**src/rtl/rad_async_fifo_pkg.sv**
```systemverilog
// Shared pointer helpers for the async FIFO: Gray/binary conversion and default sizing.
// Functions work on a 32-bit container; callers zero-extend and slice to their pointer width.
package rad_async_fifo_pkg;

    localparam int DEFAULT_ADDRSIZE = 3;
    localparam int PTR_MAXW         = 32;

    function automatic logic [PTR_MAXW-1:0] bin2gray(input logic [PTR_MAXW-1:0] b);
        return b ^ (b >> 1);
    endfunction

    // Each binary bit is the XOR of all Gray bits at or above it.
    function automatic logic [PTR_MAXW-1:0] gray2bin(input logic [PTR_MAXW-1:0] g);
        logic [PTR_MAXW-1:0] b;
        b = g;
        for (int i = 1; i < PTR_MAXW; i++) begin
            b = b ^ (g >> i);
        end
        return b;
    endfunction

endpackage

```
**src/rtl/rad_async_fifo_sync2.sv**
```systemverilog
// Two-flop synchronizer bringing a Gray pointer into the local clock domain.
// Latency: 2 wclk edges from d to q.
// Backpressure: none; samples every edge.
module rad_async_fifo_sync2 #(
    parameter int WIDTH = 4
) (
    input  logic             wclk,
    input  logic             wrst,
    input  logic [WIDTH-1:0] d,
    output logic [WIDTH-1:0] q
);

    logic [WIDTH-1:0] q1;

    always_ff @(posedge wclk) begin
        if (wrst) begin
            q1 <= '0;
            q  <= '0;
        end else begin
            q1 <= d;
            q  <= q1;
        end
    end

endmodule

```
**src/rtl/rad_async_fifo_wptr_full.sv**
```systemverilog
// Async FIFO write-side pointer, full/overflow/occupancy logic; walmost_full under RAD_ASYNC_FIFO_WALMOST_FULL_EN.
// Latency: wptr/wfull registered 1 edge after winc; read pointer seen after 2-flop sync.
// Backpressure: wclken drops while wfull is high; writes attempted while full set sticky wovf.
module rad_async_fifo_wptr_full
    import rad_async_fifo_pkg::*;
#(
    parameter int ADDRSIZE    = DEFAULT_ADDRSIZE,
    parameter int AFULL_LEVEL = 6
) (
    input  logic                wclk,
    input  logic                wrst,
    input  logic                winc,
    input  logic [ADDRSIZE:0]   rptr,
    output logic [ADDRSIZE:0]   wptr,
    output logic [ADDRSIZE-1:0] waddr,
    output logic                wclken,
    output logic                wfull,
    output logic [ADDRSIZE:0]   wcount,
    output logic                wovf,
    output logic                walmost_full
);

    logic [ADDRSIZE:0]   wbin;
    logic [ADDRSIZE:0]   wbin_next;
    logic [ADDRSIZE:0]   wgray_next;
    logic [ADDRSIZE:0]   wq2_rptr;
    logic [ADDRSIZE:0]   rbin_sync;
    logic [ADDRSIZE:0]   wfull_match;
    logic [PTR_MAXW-1:0] gray_ext;
    logic [PTR_MAXW-1:0] rbin_ext;
    logic                unused_ext_bits;

    rad_async_fifo_sync2 #(.WIDTH(ADDRSIZE + 1)) u_rptr_sync (
        .wclk (wclk),
        .wrst (wrst),
        .d    (rptr),
        .q    (wq2_rptr)
    );

    assign wclken     = winc & ~wfull;
    assign wbin_next  = wbin + {{ADDRSIZE{1'b0}}, wclken};
    assign gray_ext   = bin2gray(PTR_MAXW'(wbin_next));
    assign wgray_next = gray_ext[ADDRSIZE:0];
    assign rbin_ext   = gray2bin(PTR_MAXW'(wq2_rptr));
    assign rbin_sync  = rbin_ext[ADDRSIZE:0];
    assign unused_ext_bits = ^{gray_ext[PTR_MAXW-1:ADDRSIZE+1], rbin_ext[PTR_MAXW-1:ADDRSIZE+1]};

    // Full when the next write pointer is exactly one lap ahead of the synced read pointer.
    assign wfull_match = {~wq2_rptr[ADDRSIZE:ADDRSIZE-1], wq2_rptr[ADDRSIZE-2:0]};

    assign waddr  = wbin[ADDRSIZE-1:0];
    assign wcount = wbin - rbin_sync;

    always_ff @(posedge wclk) begin
        if (wrst) begin
            wbin  <= '0;
            wptr  <= '0;
            wfull <= 1'b0;
            wovf  <= 1'b0;
        end else begin
            wbin  <= wbin_next;
            wptr  <= wgray_next;
            wfull <= (wgray_next == wfull_match);
            if (winc && wfull) begin
                wovf <= 1'b1;
            end
        end
    end

`ifdef RAD_ASYNC_FIFO_WALMOST_FULL_EN
    logic [ADDRSIZE:0] afull_cnt;
    assign afull_cnt = wbin_next - rbin_sync;

    always_ff @(posedge wclk) begin
        if (wrst) begin
            walmost_full <= 1'b0;
        end else begin
            walmost_full <= (32'(afull_cnt) >= 32'(AFULL_LEVEL));
        end
    end
`else
    localparam int unused_afull_level = AFULL_LEVEL;
    assign walmost_full = 1'b0;
`endif

endmodule

```
**config.mk**
```make
export PLATFORM = sky130hd
export DESIGN_NAME = rad_async_fifo_wptr_full
export DESIGN_NICKNAME = d
export VERILOG_FILES = /design/src/rtl/rad_async_fifo_pkg.sv /design/src/rtl/rad_async_fifo_sync2.sv /design/src/rtl/rad_async_fifo_wptr_full.sv
export SDC_FILE = /design/constraint.sdc
export NUM_CORES = 1
export LEC_CHECK = 0
export CORE_ASPECT_RATIO = 1.2
export CORE_MARGIN = 4
export CORE_UTILIZATION = 44
export CTS_CLUSTER_DIAMETER = 50
export DETAILED_ROUTE_END_ITERATION = 8
export GPL_TIMING_DRIVEN = 0
export PLACE_DENSITY = 0.75
export SYNTH_ARGS = -nofsm -noshare
export SYNTH_HDL_FRONTEND = slang
export SYNTH_SLANG_ARGS = --single-unit
```
**constraint.sdc**
```tcl
create_clock -name wclk -period 3.5 [get_ports wclk]
set_input_delay 0.35 -clock wclk [delete_from_list [all_inputs] [get_ports wclk]]
set_output_delay 0.35 -clock wclk [all_outputs]
set_load 0.02 [all_outputs]
```
* Word level (Yosys, flattened, before mapping)
Cells that the tools add are included.
** Word-level totals
- Bits in registers :: 18
- Input bits :: 7
- Output and inout bits :: 15
** Operators by class
- $add $sub $neg :: 2
- Equality and inequality tests :: 1
- Bitwise logic cells :: 7
- Reductions and logical operators :: 1
** Operator list (number)
- $xor A4 B3 Y4 :: 2
- $add A4 B1 Y4 :: 1
- $eq A4 B4 Y1 :: 1
- $sub A4 B4 Y4 :: 1
- $xor A4 B1 Y4 :: 1
- $xor A4 B2 Y4 :: 1
- $not A2 Y2 :: 1
- $and A1 B1 Y1 :: 1
- $logic_and A1 B1 Y1 :: 1
- $not A1 Y1 :: 1

* Logic depth before layout (Yosys ltp)
- Depth in word-level cells :: 5
- Gate-level depth with buffers :: 8

* Hierarchy
A second synthesis with hierarchy kept.
** Unflattened totals
- Cell total of the unflattened synthesis :: 74
- Area total of the unflattened synthesis :: 754.5 um^2
** Modules (own cells, without submodules)
- rad_async_fifo_wptr_full :: times used 1, cells an instance 58, area each 544.3 um^2
- rad_async_fifo_sync2 :: times used 1, cells an instance 16, area each 210.2 um^2

* Worst setup path before layout
Ideal clock, no wire load.
- Path type :: reg2out
- Start point :: register u_rptr_sync.q[2]
- End point :: output wcount[2]
- Data arrival time :: 1935 ps
- Data required time :: 3150 ps
- Slack :: 1215 ps
- Stages on the path, launching flop included :: 8
- Path through :: dfxtp_1 > xnor2_1 > xor2_1 > xnor2_1 > ha_1 > inv_1 > fa_1 > xor2_1
** On the way
- Longest elaborated chain between the ends :: 4
** Ends and longest elaborated chain
- from (decl) :: line rad_async_fifo_sync2.sv:10 : output logic [WIDTH-1:0] q
- from (signal assigned) :: line rad_async_fifo_sync2.sv:21 : q <= q1;
- $xor A4 B3 Y4 :: line rad_async_fifo_pkg.sv:17 : b = b ^ (g >> i);
- $xor A4 B2 Y4 (*) :: line rad_async_fifo_pkg.sv:17
- $xor A4 B1 Y4 (*) :: line rad_async_fifo_pkg.sv:17
- $sub A4 B4 Y4 (*) :: line rad_async_fifo_wptr_full.sv:52 : assign wcount = wbin - rbin_sync;
- to (decl) :: line rad_async_fifo_wptr_full.sv:18 : output logic [ADDRSIZE:0] wcount,
Every way passes the cells marked *; elsewhere a longest branch is shown, timed or not.

* Worst setup path after layout
Ends and elaborated chain as after synthesis.

==> qor.csv <==
stage;metric;value;unit
status;status;finished, final reports clean;
synth;Synth async-reset ratio;0;
floorplanning;Die Area;2460;um^2
critical_path;Setup Crit Path Kind;reg -> out;
placed_design;Buffers on Ports;20;
critical_path;Worst EP required;3150;ps
drt;Routed WL;1.21;mm
clock_tree;clk_lat worst skew;290;ps
job;Max Cap Viol;0;
drt;remaining antenna violation count;0;
clock_tree;H-Tree Depth;1;
critical_path;Slowest-stage cell, CP;clkdlybuf4s50_1;
clock_tree;clock sink total;17;
grt;largest net degree at the start of global routing;11;
synth;Mapped Area;759;um^2
grt;global-route wire length before repair;1.88;mm
drt;post-DR vias/cell;4.65;
critical_path;Startpoint Class;flip-flop;
floorplanning;Die Span X;45.9;um
synth;XOR/XNOR Fraction of Synth Area;0.208;
synth;Synth area leader;dfxtp_1;
synth;Yosys top cell area share;0.448;
floorplanning;Die Height;53.5;um
cells_and_area;n_diodes;0;
clock_tree;postcts setup bufs;0;
pwr;final total power;452;uW
grt;vias in the first global route;455;
sta;final slew viol count;0;
drt;DR pass1 iterations;4;
cells_and_area;Area Growth Syn to Fin;32.9;%
critical_path;worst-path fanout max;3;
sta;Fin. Hold Viols;0;
synth;Synth Flop Type;dfxtp_1;
sta;setup TNS;0;ps
synth;multiplexer share of the synthesized area;0;
sta;Tmin final;3130;ps
min_path;Tightest Hold Check Type;reg -> reg;
floorplanning;Rows;16;
synth;compound-cell area share of the yosys netlist;0.0297;
drt;Vias;535;
critical_path;critical path capture point type;output port;
clock_tree;hold_buf cts;0;
sta;final setup vio count;0;
placed_design;HPWL after DPL;944;um
pwr;Power Dens Cells;448;nW/um^2
synth;synth warn;0;
synth;Distinct cells, synth;18;
cells_and_area;NumNets Final;111;
cells_and_area;fraction of layout cells with a size suffix above 1;0.0825;
clock_tree;post-CTS sizing;0;
drt;# DRC;0;
synth;Simple-Gate Fraction of Synth Area;0.171;
synth;Syn Area/Cell;10.4;um^2
pwr;Max rail drop VDD;0.275;mV
sta;Fmax;0.319;GHz
sta;Fin Clk Skew;0.861;ps
synth;sequential share of the synthesized area;0.448;
drt;DRT iter0 DRCs;4;
sta;Tcrit/Tclk final;0.895;
synth;EDFF count, synth;0;
grt;initial antenna violation count;0;
cells_and_area;final core area utilization;0.615;
clock_tree;cts bufs inserted;3;
critical_path;slowest cell delay on critical path;620;ps
critical_path;worst-path cell chain;xnor2_1 > xor2_1 > xnor2_1 > ha_1 > inv_1 > fa_1 > xor2_1 > clkdlybuf4s50_1;
drt;drt wl/cell;10.5;um
critical_path;critical path data arrival time;2780;ps
synth;Mapped Nets;86;
grt;All-Layer GR Usage;0.115;
placed_design;routability-driven placement congestion ratio;0.676;
synth;flops & latches, synth;17;
sta;RSZ-0062 raised after global routing;no;
floorplanning;core area;1640;um^2
grt;total gr overflow;0;
synth;Post-Synth Adder-Cell Area;0.109;
clock_tree;Root Buffer;clkbuf_4;
synth;post-synthesis instance total;73;
clock_tree;clk buf depth;2;
pwr;Leak Pwr;0.403;nW
synth;most frequent cells after synthesis;dfxtp_1 (17), xnor2_1 (11), nor2b_1 (10);
floorplanning;Initial Utilization;0.463;
synth;Area contributors post-synth;dfxtp_1 (45%), xnor2_1 (13%), ha_1 (8.2%), nor2b_1 (8.2%), xor2_1 (8.1%);
synth;largest family of logic cells by synthesized area;XOR/XNOR gates;
clock_tree;TritonCTS clock tree;done;
synth;count leader, synth;dfxtp_1;
floorplanning;I/O pins;22;
clock_tree;CTS clock-pin slew for the worst setup and hold paths;90;ps
==> power breakdown <==
| group | internal [mW] | switching (mW) | leakage [nW] | total [mW] |
|---|---|---|---|---|
| sequential | 0.204 | 0.00734 | 0.140 | 0.211 |
| combinational | 0.0723 | 0.0668 | 0.245 | 0.139 |
| clock | 0.0425 | 0.0599 | 0.0177 | 0.102 |
==> metal layers <==
metal,GRT usage,part of all wire
met1,0.133,0.44
met2,0.156,0.45
met3,0.0408,0.076
met4,0.114,0.040
met5,0,0
==> worst max-delay path: cells and delay by family, from the launching register on <==
kind       cells  cell delay, ps
xor+xnor       4             950
buf+inv        2             680
fa+ha+maj      2             540
flops          1             340
==> area by class of cell <==
class                   instances  area, um^2
well taps                      18        22.5
clock buffers                   3        22.5
inverters                       3        11.3
repair buffers                 20         200
plain buffers                   2        11.3
fillers                       146         632
flip-flops and latches         17         340
multi-input cells              51         397
clock inverters                 1        5.00
==> cells in the final DEF, fill, tap and decap left out <==
cell,count
nor2_1,7
ha_1,5
a21o_1,1
clkinv_2,1
nand2b_2,1
xor2_1,7
fa_1,1
clkbuf_4,3
nand2_1,1
clkdlybuf4s50_1,20
inv_1,3
nor2b_1,10
a21oi_1,3
nor4b_2,1
nor2b_2,1
buf_4,1
conb_1,1
dfxtp_1,17
clkbuf_1,1
xnor2_1,11
nand3_1,1
==> state kept, by name (all words and copies together) (netlist names) <==
| signal | flops |
|---|---|
| u_rptr_sync.q | 4 |
| u_rptr_sync.q1 | 4 |
| wbin | 3 |
| wfull | 1 |
| wovf | 1 |
| wptr | 4 |
==> cell families (layout without fill, tap and decap cells) <==
kind of cell,count (synthesis),count (layout)
AO/OA/AOI/OAI,4,4
buffers and inverters,5,29
flip-flops,17,17
AND/OR/NAND/NOR,22,22
adder cells (fa/ha/maj),6,6
XOR/XNOR,18,18
other,1,1
==> path summary, 6_finish.rpt <==
kind | cells after the start | endpoint | start | slack, ps
min | 1 | u_rptr_sync.q[0] | u_rptr_sync.q1[0] | 440
min reg2reg | 1 | u_rptr_sync.q[0] | u_rptr_sync.q1[0] | 440
max reg2reg | 6 | wfull | wfull | 1870
max | 8 | wcount[2] | u_rptr_sync.q[2] | 370
==> metrics by stage <==
step | hold slack (ps) | cells | area, um^2 | worst slack, ps
2_1_floorplan | 414 | 73 | 759 | 1210
3_3_place_gp | 418 | 111 | 982 | 735
6_report | 442 | 115 | 1010 | 369
5_1_grt | 459 | 115 | 1010 | 193
3_5_place_dp | 422 | 111 | 982 | 648
4_1_cts | 446 | 115 | 1010 | 311
(Power assumes the default switching activity.)
